$ cat src/rtl/reg_xfer_seq_pkg.sv
// Shared state, opcode and register encodings for the register-transfer sequencer.
package reg_xfer_pkg;

  typedef enum logic [2:0] {
    ST_IDLE   = 3'd0,
    ST_SETUP  = 3'd1,
    ST_STROBE = 3'd2,
    ST_HOLD   = 3'd3,
    ST_DONE   = 3'd4
  } state_t;

  typedef enum logic {
    OP_LOAD = 1'b0,
    OP_MOVE = 1'b1
  } op_t;

  typedef enum logic [1:0] {
    SRC_U5 = 2'b00,
    SRC_U2 = 2'b01,
    SRC_U3 = 2'b10,
    SRC_U4 = 2'b11
  } src_t;

  typedef enum logic [1:0] {
    DST_NONE = 2'b00,
    DST_U2   = 2'b01,
    DST_U3   = 2'b10,
    DST_U4   = 2'b11
  } dst_t;

  typedef enum logic {
    PH_IN  = 1'b0,
    PH_DST = 1'b1
  } phase_t;

  // A zero-length segment still occupies one cycle.
  function automatic int unsigned seg_len(input int unsigned cyc);
    return (cyc == 0) ? 1 : cyc;
  endfunction

endpackage

$ cat src/rtl/reg_xfer_seq_timer.sv
// Setup/strobe/hold segment timer for one load phase; restarted by i_start.
module xfer_phase_timer
  import reg_xfer_pkg::*;
#(
  parameter int unsigned SETUP_CYC  = 10,
  parameter int unsigned STROBE_CYC = 10,
  parameter int unsigned HOLD_CYC   = 10
) (
  input  logic clk,
  input  logic resetn,
  input  logic i_start,
  output logic o_setup,
  output logic o_strobe,
  output logic o_hold,
  output logic o_last,
  output logic o_end
);

  localparam int unsigned S    = seg_len(SETUP_CYC);
  localparam int unsigned T    = seg_len(STROBE_CYC);
  localparam int unsigned H    = seg_len(HOLD_CYC);
  localparam int unsigned MAXP = (S > T) ? ((S > H) ? S : H) : ((T > H) ? T : H);
  localparam int unsigned CW   = $clog2(MAXP) + 1;

  state_t          r_stage;
  logic [CW-1:0]   r_cnt;
  logic [CW-1:0]   w_len_m1;
  logic            w_last;

  // Counter restarts per segment, so it only ever has to reach MAXP-1.
  always_comb begin
    w_len_m1 = '0;
    case (r_stage)
      ST_SETUP:  w_len_m1 = CW'(S - 1);
      ST_STROBE: w_len_m1 = CW'(T - 1);
      ST_HOLD:   w_len_m1 = CW'(H - 1);
      default:   w_len_m1 = '0;
    endcase
  end

  assign w_last   = (r_stage != ST_IDLE) && (r_cnt == w_len_m1);
  assign o_setup  = (r_stage == ST_SETUP);
  assign o_strobe = (r_stage == ST_STROBE);
  assign o_hold   = (r_stage == ST_HOLD);
  assign o_last   = w_last;
  assign o_end    = (r_stage == ST_HOLD) && w_last;

  always_ff @(posedge clk) begin
    if (!resetn) begin
      r_stage <= ST_IDLE;
      r_cnt   <= '0;
    end else if (i_start) begin
      r_stage <= ST_SETUP;
      r_cnt   <= '0;
    end else if (w_last) begin
      r_cnt <= '0;
      case (r_stage)
        ST_SETUP:  r_stage <= ST_STROBE;
        ST_STROBE: r_stage <= ST_HOLD;
        default:   r_stage <= ST_IDLE;
      endcase
    end else if (r_stage != ST_IDLE) begin
      r_cnt <= r_cnt + 1'b1;
    end
  end

endmodule

$ cat src/rtl/reg_xfer_seq.sv
// Command sequencer driving switch data, bus select and register load strobes.
// Optional same-register MOVE rejection with an err pulse: define REG_XFER_CHK_EN.
module reg_xfer_seq
  import reg_xfer_pkg::*;
#(
  parameter int unsigned SETUP_CYC  = 10,
  parameter int unsigned STROBE_CYC = 10,
  parameter int unsigned HOLD_CYC   = 10
) (
  input  logic       clk,
  input  logic       resetn,
  input  logic       cmd_valid,
  output logic       cmd_ready,
  input  logic       cmd_op,
  input  logic [1:0] cmd_src,
  input  logic [1:0] cmd_dst,
  input  logic [3:0] cmd_data,
  output logic [3:0] sw_data,
  output logic [1:0] bus_sel,
  output logic       in_ld_n,
  output logic       u2_ld_n,
  output logic       u3_ld_n,
  output logic       u4_ld,
  output logic       done
`ifdef REG_XFER_CHK_EN
  ,
  output logic       err
`endif
);

  state_t     r_state;
  phase_t     r_phase;
  dst_t       r_dst;
  logic [3:0] r_sw_data;
  logic [1:0] r_bus_sel;
  logic       r_in_ld_n, r_u2_ld_n, r_u3_ld_n, r_u4_ld;
  logic       r_done, r_ready;
  logic       w_accept, w_reject, w_start;
  logic       w_setup, w_strobe, w_hold, w_last, w_end;

  assign w_accept = cmd_valid && r_ready && (r_state == ST_IDLE);

`ifdef REG_XFER_CHK_EN
  logic r_err;
  assign w_reject = (op_t'(cmd_op) == OP_MOVE) && (dst_t'(cmd_dst) != DST_NONE)
                    && (cmd_src == cmd_dst);
  assign err      = r_err;
`else
  assign w_reject = 1'b0;
`endif

  // The DST phase of a LOAD restarts the timer on the last IN hold cycle.
  assign w_start = (w_accept && !w_reject) || (r_state == ST_HOLD && w_end && r_phase == PH_IN);

  xfer_phase_timer #(
    .SETUP_CYC  (SETUP_CYC),
    .STROBE_CYC (STROBE_CYC),
    .HOLD_CYC   (HOLD_CYC)
  ) u_timer (
    .clk      (clk),
    .resetn   (resetn),
    .i_start  (w_start),
    .o_setup  (w_setup),
    .o_strobe (w_strobe),
    .o_hold   (w_hold),
    .o_last   (w_last),
    .o_end    (w_end)
  );

  always_ff @(posedge clk) begin
    if (!resetn) begin
      r_state   <= ST_IDLE;
      r_phase   <= PH_IN;
      r_dst     <= DST_NONE;
      r_sw_data <= '0;
      r_bus_sel <= '0;
      r_in_ld_n <= 1'b1;
      r_u2_ld_n <= 1'b1;
      r_u3_ld_n <= 1'b1;
      r_u4_ld   <= 1'b0;
      r_done    <= 1'b0;
      r_ready   <= 1'b0;
`ifdef REG_XFER_CHK_EN
      r_err     <= 1'b0;
`endif
    end else begin
      case (r_state)
        ST_IDLE: begin
          r_ready <= 1'b1;
          if (w_accept) begin
            r_ready <= 1'b0;
            if (w_reject) begin
              r_state <= ST_DONE;
`ifdef REG_XFER_CHK_EN
              r_err   <= 1'b1;
`endif
            end else begin
              r_state <= ST_SETUP;
              r_dst   <= dst_t'(cmd_dst);
              if (op_t'(cmd_op) == OP_LOAD) begin
                r_phase   <= PH_IN;
                r_sw_data <= cmd_data;
                r_bus_sel <= SRC_U5;
              end else begin
                r_phase   <= PH_DST;
                r_bus_sel <= cmd_src;
              end
            end
          end
        end
        ST_SETUP: begin
          if (w_setup && w_last) begin
            r_state <= ST_STROBE;
            if (r_phase == PH_IN) begin
              r_in_ld_n <= 1'b0;
            end else begin
              case (r_dst)
                DST_U2:  r_u2_ld_n <= 1'b0;
                DST_U3:  r_u3_ld_n <= 1'b0;
                DST_U4:  r_u4_ld   <= 1'b1;
                default: ;
              endcase
            end
          end
        end
        ST_STROBE: begin
          if (w_strobe && w_last) begin
            r_state   <= ST_HOLD;
            r_in_ld_n <= 1'b1;
            r_u2_ld_n <= 1'b1;
            r_u3_ld_n <= 1'b1;
            r_u4_ld   <= 1'b0;
          end
        end
        ST_HOLD: begin
          if (w_hold && w_last) begin
            if (r_phase == PH_IN) begin
              r_phase   <= PH_DST;
              r_bus_sel <= SRC_U5;
              r_state   <= ST_SETUP;
            end else begin
              r_state <= ST_DONE;
              r_done  <= 1'b1;
            end
          end
        end
        ST_DONE: begin
          r_done  <= 1'b0;
          r_ready <= 1'b1;
          r_state <= ST_IDLE;
`ifdef REG_XFER_CHK_EN
          r_err   <= 1'b0;
`endif
        end
        default: r_state <= ST_IDLE;
      endcase
    end
  end

  assign cmd_ready = r_ready;
  assign sw_data   = r_sw_data;
  assign bus_sel   = r_bus_sel;
  assign in_ld_n   = r_in_ld_n;
  assign u2_ld_n   = r_u2_ld_n;
  assign u3_ld_n   = r_u3_ld_n;
  assign u4_ld     = r_u4_ld;
  assign done      = r_done;

endmodule

$ cat config.mk
export PLATFORM = sky130hd
export DESIGN_NAME = reg_xfer_seq
export DESIGN_NICKNAME = d
export VERILOG_FILES = /design/src/rtl/reg_xfer_seq_pkg.sv /design/src/rtl/reg_xfer_seq_timer.sv /design/src/rtl/reg_xfer_seq.sv
export SDC_FILE = /design/constraint.sdc
export NUM_CORES = 1
export LEC_CHECK = 0
export BUFFER_PORTS_ARGS = -buffer_cell sky130_fd_sc_hd__buf_2
export CAP_MARGIN = 30
export CORE_AREA = 2 2 73 75
export DETAILED_ROUTE_END_ITERATION = 16
export DIE_AREA = 0 0 75 77
export PLACE_DENSITY = 0.5
export SYNTH_ARGS = -nofsm -noshare
export SYNTH_HDL_FRONTEND = slang
export SYNTH_HIERARCHICAL = 1
export SYNTH_SLANG_ARGS = --single-unit
$ cat constraint.sdc
create_clock -name clk -period 2.75 [get_ports clk]
set_input_delay 0.275 -clock clk [delete_from_list [all_inputs] [get_ports clk]]
set_output_delay 0.275 -clock clk [all_outputs]
set_load 0.005 [all_outputs]
# Yosys cells after proc, flatten, opt, wreduce, memory -nomap -nowiden
# Index checks and enable logic that the tools add are counted.
# classes
muxes,41
n_eq_ne,22
reduce_logical,29
n_addsub,1
n_bitwise,3
# ops
op,n
1-bit two-way mux,21
"2-bit != test, second input constant",9
3-bit two-way mux,5
5-bit AND reduction,3
1-bit case mux with 2 select lines,7
3-bit case mux with 4 select lines,1
4-bit AND reduction,3
2-bit nonzero test,5
3-bit AND reduction,3
"2-bit equality test, second input constant",4
1-bit logical AND,8
2-bit two-way mux,4
2-bit case mux with 2 select lines,2
"3-bit by 2-bit equality test with 1-bit output, second input constant",2
3-bit OR reduction,2
"5-bit by 1-bit adder with 5-bit output, second input constant",1
5-bit by 4-bit equality test with 1-bit output,1
"2-bit by 1-bit equality test with 1-bit output, second input constant",2
4-bit two-way mux,1
"2-bit by 1-bit != test with 1-bit output, second input constant",2
"3-bit by 1-bit equality test with 1-bit output, second input constant",1
"3-bit equality test, second input constant",1
3-bit zero test,1
1-bit NOT,3
4 further kinds,4
# word_totals
ff_bits,25

# Depth between registers and ports, before layout
# Gate-level depths: netlist (run 1).
# logic_depth
word_depth,10
ltp_mapped,10
depth_no_buf,10

# Modules after synthesis
# Netlist (run 1), hierarchy kept.
# modules_own_cells
module,area_per_inst_um2,cells_per_inst,instances,seq_area_each_um2
reg_xfer_seq,920.9,98,1,360.3
xfer_phase_timer,432.9,43,1,140.1

# Worst setup path before layout (run 1)
# OpenSTA, ideal clock, no wires.
# synth_path
path_type,reg-to-reg
startpoint,reg u_timer.r_stage[0]
endpoint,reg u_timer.r_stage[1]
required_ns,2.629
n_path_buf,0
path_stages_with_launch,11
arrival_time_ns,2.494
period_less_slack_ns,2.616
path_slack_ns,0.134
path_cell_list,dfxtp_1 -> inv_1 -> ha_1 -> or4_4 -> a21oi_4 -> and2_1 -> nand4b_1 -> a21oi_1 -> nand2b_1 -> nor2_1 -> mux2_4
# synth_via
elab_chain_len,10
elab_cells_between_ends,14
# synth_lines
element,line,text
from (decl),reg_xfer_seq_timer.sv:25,state_t r_stage;
from (signal assigned),reg_xfer_seq_timer.sv:50,r_stage <= ST_IDLE;
from (signal assigned),reg_xfer_seq_timer.sv:53,r_stage <= ST_SETUP;
from (signal assigned),reg_xfer_seq_timer.sv:58,ST_SETUP: r_stage <= ST_STROBE;
2-bit by 1-bit equality test with 1-bit output / 2-bit equality test (equally long branches),reg_xfer_seq_timer.sv:33,case (r_stage)
3-bit OR reduction (no source line),n/a,
4-bit two-way mux,reg_xfer_seq_timer.sv:33,
5-bit by 4-bit equality test with 1-bit output,reg_xfer_seq_timer.sv:41,assign w_last = (r_stage != ST_IDLE) && (r_cnt == w_len_m1);
1-bit logical AND (*),reg_xfer_seq_timer.sv:41,
via w_last,reg_xfer_seq.sv:39,"logic w_setup, w_strobe, w_hold, w_last, w_end;"
1-bit logical AND (*),reg_xfer_seq_timer.sv:46,assign o_end = (r_stage == ST_HOLD) && w_last;
via w_end,reg_xfer_seq.sv:39,
1-bit logical AND (*) (2 in a row),reg_xfer_seq.sv:53,assign w_start = (w_accept && !w_reject) || (r_state == ST_HOLD && w_end && r_phase == PH_IN);
1-bit logical OR (*),reg_xfer_seq.sv:53,
via w_start,reg_xfer_seq.sv:38,"logic w_accept, w_reject, w_start;"
2-bit OR reduction (no source line) (*),n/a,
# The timed path passes the listed nets; every way through them passes the cells marked *.
# A chain may end at the register's enable or synchronous reset.

# Worst setup path in the final report (run 1)
# Same ends and word-level chain as after synthesis.

==> results of run 1 <==
[cell families (layout without fill, tap and decap cells)]
| logic type | Yosys count | count (layout) | synth area share (%) |
|---|---|---|---|
| simple gates | 62 | 62 | 30.5 |
| compound gates | 26 | 26 | 15.0 |
| flops | 25 | 25 | 37.0 |
| buf+inv | 12 | 36 | 4.62 |
| fa+ha+maj | 6 | 6 | 5.55 |
| mux | 6 | 6 | 4.81 |
| xor+xnor | 4 | 4 | 2.59 |
[state kept, by name, indices dropped and copies added, names as in the netlist]
register	count
in_ld_n	1
u_timer/r_cnt	5
u3_ld_n	1
sw_data	4
r_phase	1
u4_ld	1
r_dst	2
u_timer/r_stage	2
u2_ld_n	1
done	1
bus_sel	2
cmd_ready	1
r_state	3
[final cells by class]
cell class,instances,area [um^2]
inverters,7,26.3
clock inverters,1,7.51
flip-flops and latches,25,500
fillers,543,3390
repair buffers,25,130
clock buffers,3,41.3
multi-input cells,104,795
well taps,70,87.6
[where the power goes]
part           internal, mW  switching, mW  total, mW
logic                 0.107          0.131      0.237
clock network         0.103          0.121      0.223
registers             0.385         0.0326      0.418
total                 0.595          0.284      0.879
[cell usage in the layout (no fill, tap or decap), types with 2 or more instances in the layout]
cell,instances
xor2_1,3
nand4_1,4
buf_4,2
nor2_1,6
nand3b_1,2
dfxtp_1,25
o211ai_1,2
nand3_1,6
nand2b_1,5
buf_2,23
a21oi_1,6
nor3_1,5
mux2i_1,5
o21ai_1,4
o21a_1,2
nand2_1,17
clkbuf_8,3
inv_1,6
nand4b_1,3
ha_1,6
[layer usage]
layer  up-vias  part of all wire (%)  GRT usage, %
li1        558                     -             -
met2        16                    50          18.9
met1       497                    45          12.5
met5         -                     0             0
met3         2                   4.0          3.55
met4         0                  0.53          1.61
[path summary, 6_finish.rpt]
kind                       from                  to  slack, ns  cells after the start
min reg2reg          bus_sel[0]          bus_sel[0]       0.45                      2
max          u_timer/r_stage[0]  u_timer/r_stage[1]       0.21                     10
max reg2reg  u_timer/r_stage[0]  u_timer/r_stage[1]       0.21                     10
min                 cmd_data[3]          sw_data[3]       0.23                      3
[per-stage QoR]
step | std cells | total power, mW
3_5_place_dp | 231 | 0.668
2_1_floorplan | 141 | 0.599
4_1_cts | 235 | 0.895
3_3_place_gp | 231 | 0.665
6_report | 235 | 0.879
5_1_grt | 235 | 0.945
[worst max-delay path: stages (launching register included)]
cell	delay (ns)
dfxtp_1	0.38
inv_1	0.10
ha_1	0.28
or4_4	0.59
a21oi_4	0.13
and2_1	0.13
nand4b_1	0.11
a21oi_2	0.22
nand2b_1	0.19
nor2_1	0.05
mux2_4	0.26
==> run summary, run 1 <==
Post-Syn Instances = 141
CTS Root Cell = clkbuf_8
Final min period = 2.54 ns
First-pass GRT wire length = 4860 um
Final hold violations = 0
HP Class = in2reg
Largest net degree at the start of global routing = 20
Final Setup Violations = 0
Gr usage total = 10.7%
Die Span X = 75 um
Vias per cell = 4.57
Status = finished clean
Max Cap Viol = 0
Rel. slew slack = 68.6%
Layout cells sized above 1 = 25.5%
Pins over their slew limit = 0
Final Util = 31.9%
Fmax achieved = 393 MHz
Clk_lat worst skew = 0.27 ns
Unrepaired setup endpoints after global routing = no
Largest area contributor in the netlist = dfxtp_1
Placer congestion estimate = 0.709
Routed WL = 2830 um
Post-synth net total = 159
Pre-CTS setup slack = 0.189 ns
Die Ht = 77 um
DR WL/cell = 12.0 um
Vias in the first global route = 1074
Inserted Diodes = 0
Pleak = 0.683 nW
Initial Utilization = 27.2%
Resized Gates After CTS = 0
Post-synthesis sequential area ratio = 37.0%
Design area = 0.00159 mm^2
Crit end category = flip-flop
Clock-pin transition on the worst setup and hold timing paths = 0.09 ns
Seq cells post-synth = 25
IR drop worst, VDD = 0.258 mV
Commonest cells post-synth = dfxtp_1 (25), nand2_1 (17), a21oi_1 (7)
WP data arrival = 2.70 ns
CP max FO = 6
Crit Path Category = reg2reg
DP HPWL = 2130 um
Initial antenna violation count = 0
Hold Worst Slack = 0.232 ns
GRT overflow = 0
Post-CTS setup buffer count = 0
Yosys cell types = 48
Clock Sinks = 25
Top-count cell post-synth = dfxtp_1
Placed Instance Area = 0.00154 mm^2
Via Count = 1073
Syn_area_per_cell = 9.60 um^2
Post-route ant nets = 0
Yosys top cell area share = 37.0%
# IOs = 24
Drt pass-1 iters = 4
CTS tree = yes
DR DRC count = 0
Layout Nets = 184
Worst-margin pin slew = 0.470 ns
Total Neg Setup Slack = 0 ns
Clock skew = 0.00937 ns
Post-synth ARST share = 0%
Post-Syn Area = 0.00135 mm^2
Num CTS Buffers = 3
Top cells by area, synth = dfxtp_1 (37%), ha_1 (5.5%), nand2_1 (4.7%)
Final WS setup = 0.207 ns
Final worst-path cycle share = 92.5%
1st-iter DRT viols = 50
Rows = 26
Die Area = 0.00578 mm^2
Port bufs = 23
H-tree Lvls = 1
Core ar. = 0.00498 mm^2
Area growth syn-to-layout = 17.3%
Top FF cell, synth = dfxtp_1
Max clock buf depth = 2
CTS Hold Bufs = 0
Synth Warn # = 6
Cell Pwr Density = 553 mW/mm^2
Startpoint types = flip-flop
EDFF count, synth = 0
Worst Path Required = 2.91 ns
Note: power is estimated with default switching activity, not from simulation.
==> inputs of run 2 (changes only) <==
--- a/config.mk
+++ b/config.mk
@@ -7,10 +7,10 @@
 export LEC_CHECK = 0
 export BUFFER_PORTS_ARGS = -buffer_cell sky130_fd_sc_hd__buf_2
 export CAP_MARGIN = 30
-export CORE_AREA = 2 2 73 75
+export CORE_AREA = 2 2 77 79
 export DETAILED_ROUTE_END_ITERATION = 16
-export DIE_AREA = 0 0 75 77
-export PLACE_DENSITY = 0.5
+export DIE_AREA = 0 0 79 81
+export PLACE_DENSITY = 0.47
 export SYNTH_ARGS = -nofsm -noshare
 export SYNTH_HDL_FRONTEND = slang
 export SYNTH_HIERARCHICAL = 1
==> run summary, run 2 (same netlist as run 1, synthesis figures left out) <==
Status = finished clean (unchanged)
H-tree Lvls = 1 (unchanged)
Die Span X = 79 um (was 75 um)
Via Count = 1085 (was 1073)
Final Setup Violations = 0 (unchanged)
Pins over their slew limit = 0 (unchanged)
CP max FO = 6 (unchanged)
GRT overflow = 0 (unchanged)
Vias in the first global route = 1060 (was 1074)
Vias per cell = 4.52 (was 4.57)
Slowest cell on the critical path = or4_4 (unchanged)
Clock-pin transition on the worst setup and hold timing paths = 0.10 ns (was 0.09 ns)
CTS tree = yes (unchanged)
DR WL/cell = 11.7 um (was 12.0 um)
Pre-CTS setup slack = 0.191 ns (was 0.189 ns)
CP peak stage delay = 0.58 ns (was 0.59 ns)
Max clock buf depth = 2 (unchanged)
Startpoint types = flip-flop (unchanged)
Port bufs = 23 (unchanged)
Clock Sinks = 25 (unchanged)
Layout cells sized above 1 = 24.8% (was 25.5%)
Number of fill cells = 625 (was 543)
HP Class = in2reg (unchanged)
Critical-path cell list = inv_1 > ha_1 > or4_4 > a21oi_4 > and2_1 > nand4b_1 > a21oi_1 > nand2b_1 > nor2_1 > mux2_4 (was inv_1 > ha_1 > or4_4 > a21oi_4 > and2_1 > nand4b_1 > a21oi_2 > nand2b_1 > nor2_1 > mux2_4)
Largest register FFs = 5 (unchanged)
WP data arrival = 2.73 ns (was 2.70 ns)
Rel. slew slack = 68.3% (was 68.6%)
First-pass GRT wire length = 4810 um (was 4860 um)
Clock skew = 0.0136 ns (was 0.00937 ns)
Drt pass-1 iters = 4 (unchanged)
Placer congestion estimate = 0.704 (was 0.709)
Initial antenna violation count = 0 (unchanged)
Worst Path Required = 2.92 ns (was 2.91 ns)
Final min period = 2.56 ns (was 2.54 ns)
Final worst-path cycle share = 93.0% (was 92.5%)
Pleak = 0.683 nW (about the same)
Resized Gates After CTS = 0 (unchanged)
Crit Path Category = reg2reg (unchanged)
CTS Root Cell = clkbuf_8 (unchanged)
DP HPWL = 2090 um (was 2130 um)
Die Area = 0.00640 mm^2 (was 0.00578 mm^2)
Final WS setup = 0.191 ns (was 0.207 ns)
Reg area = 500 um^2 (unchanged)
Max Cap Viol = 0 (unchanged)
Unrepaired setup endpoints after global routing = no (unchanged)
Inserted Diodes = 0 (unchanged)
Total Neg Setup Slack = 0 ns (unchanged)
Num CTS Buffers = 3 (unchanged)
Area growth syn-to-layout = 17.5% (was 17.3%)
Die Ht = 81 um (was 77 um)
Final hold violations = 0 (unchanged)
Fmax achieved = 391 MHz (was 393 MHz)
Routed WL = 2800 um (was 2830 um)
Design area = 0.00159 mm^2 (about the same)
Cell Pwr Density = 555 mW/mm^2 (was 553 mW/mm^2)
DR DRC count = 0 (unchanged)
Commonest non-fill, non-tap cell in the layout = dfxtp_1 (unchanged)
Layout Nets = 184 (unchanged)
Most frequent cells in the layout = dfxtp_1 (25), buf_2 (23), nand2_1 (17), a21oi_1 (7) (was dfxtp_1 (25), buf_2 (23), nand2_1 (17))
Multi-input gate area = 791 um^2 (was 795 um^2)
Crit end category = flip-flop (unchanged)
Gr usage total = 9.52% (was 10.7%)
CTS Hold Bufs = 0 (unchanged)
Clk_lat worst skew = 0.28 ns (was 0.27 ns)
Post-route ant nets = 0 (unchanged)
Rows = 28 (was 26)
Placed Instance Area = 0.00154 mm^2 (about the same)
Largest Register = u_timer/r_cnt (unchanged)
Largest net degree at the start of global routing = 20 (unchanged)
Worst-margin pin slew = 0.475 ns (was 0.470 ns)
Core ar. = 0.00568 mm^2 (was 0.00498 mm^2)
Post-CTS setup buffer count = 0 (unchanged)
Initial Utilization = 23.9% (was 27.2%)
IR drop worst, VDD = 0.220 mV (was 0.258 mV)
# IOs = 24 (unchanged)
1st-iter DRT viols = 42 (was 50)
## run 2: stage by stage
stage               hold slack (ns)  util, %  power, mW  instances
floorplan                     0.417        -      0.599        141
detailed placement            0.449     27.2      0.665        236
global placement              0.440     27.2      0.665        236
CTS                           0.220     28.0      0.902        240
global route                  0.222     28.0      0.939        240
finish                        0.230     28.0      0.883        240
## run 2: final timing paths
kind                                    startpoint            endpoint  slack, ns  depth (start not counted)
worst max-delay path            u_timer/r_stage[0]  u_timer/r_stage[1]       0.19                         10
worst min register to register          bus_sel[0]          bus_sel[0]       0.46                          2
worst max register to register  u_timer/r_stage[0]  u_timer/r_stage[1]       0.19                         10
worst min-delay path                   cmd_data[3]          sw_data[3]       0.23                          3
## run 2: area by class of cell
class,count,share of cell area [%]
multi-input combinational,104,49.7
clock buffer,3,2.60
sequential,25,31.5
timing repair buffer,25,8.18
tap,75,5.90
inverter,7,1.65
clock inverter,1,0.472
## run 2: critical path: cells and delay by family (launching register included)
family	cells	cell delay, ns
fa+ha+maj	1	0.28
simple gates	5	1.04
flops	1	0.39
mux	1	0.26
buf+inv	1	0.10
compound gates	2	0.38
## run 2: power breakdown
group          internal, mW  switching, mW  total, mW
Sequential            0.385         0.0311      0.416
Combinational         0.107          0.130      0.236
Clock                 0.103          0.127      0.230
## run 2: metal layers
metal	GRT usage [%]	wire, um	part of all wire [%]
met5	0	0	0
met4	3.10	36	1.3
met3	2.78	121	4.3
met2	16.4	1290	46
met1	11.4	1360	48
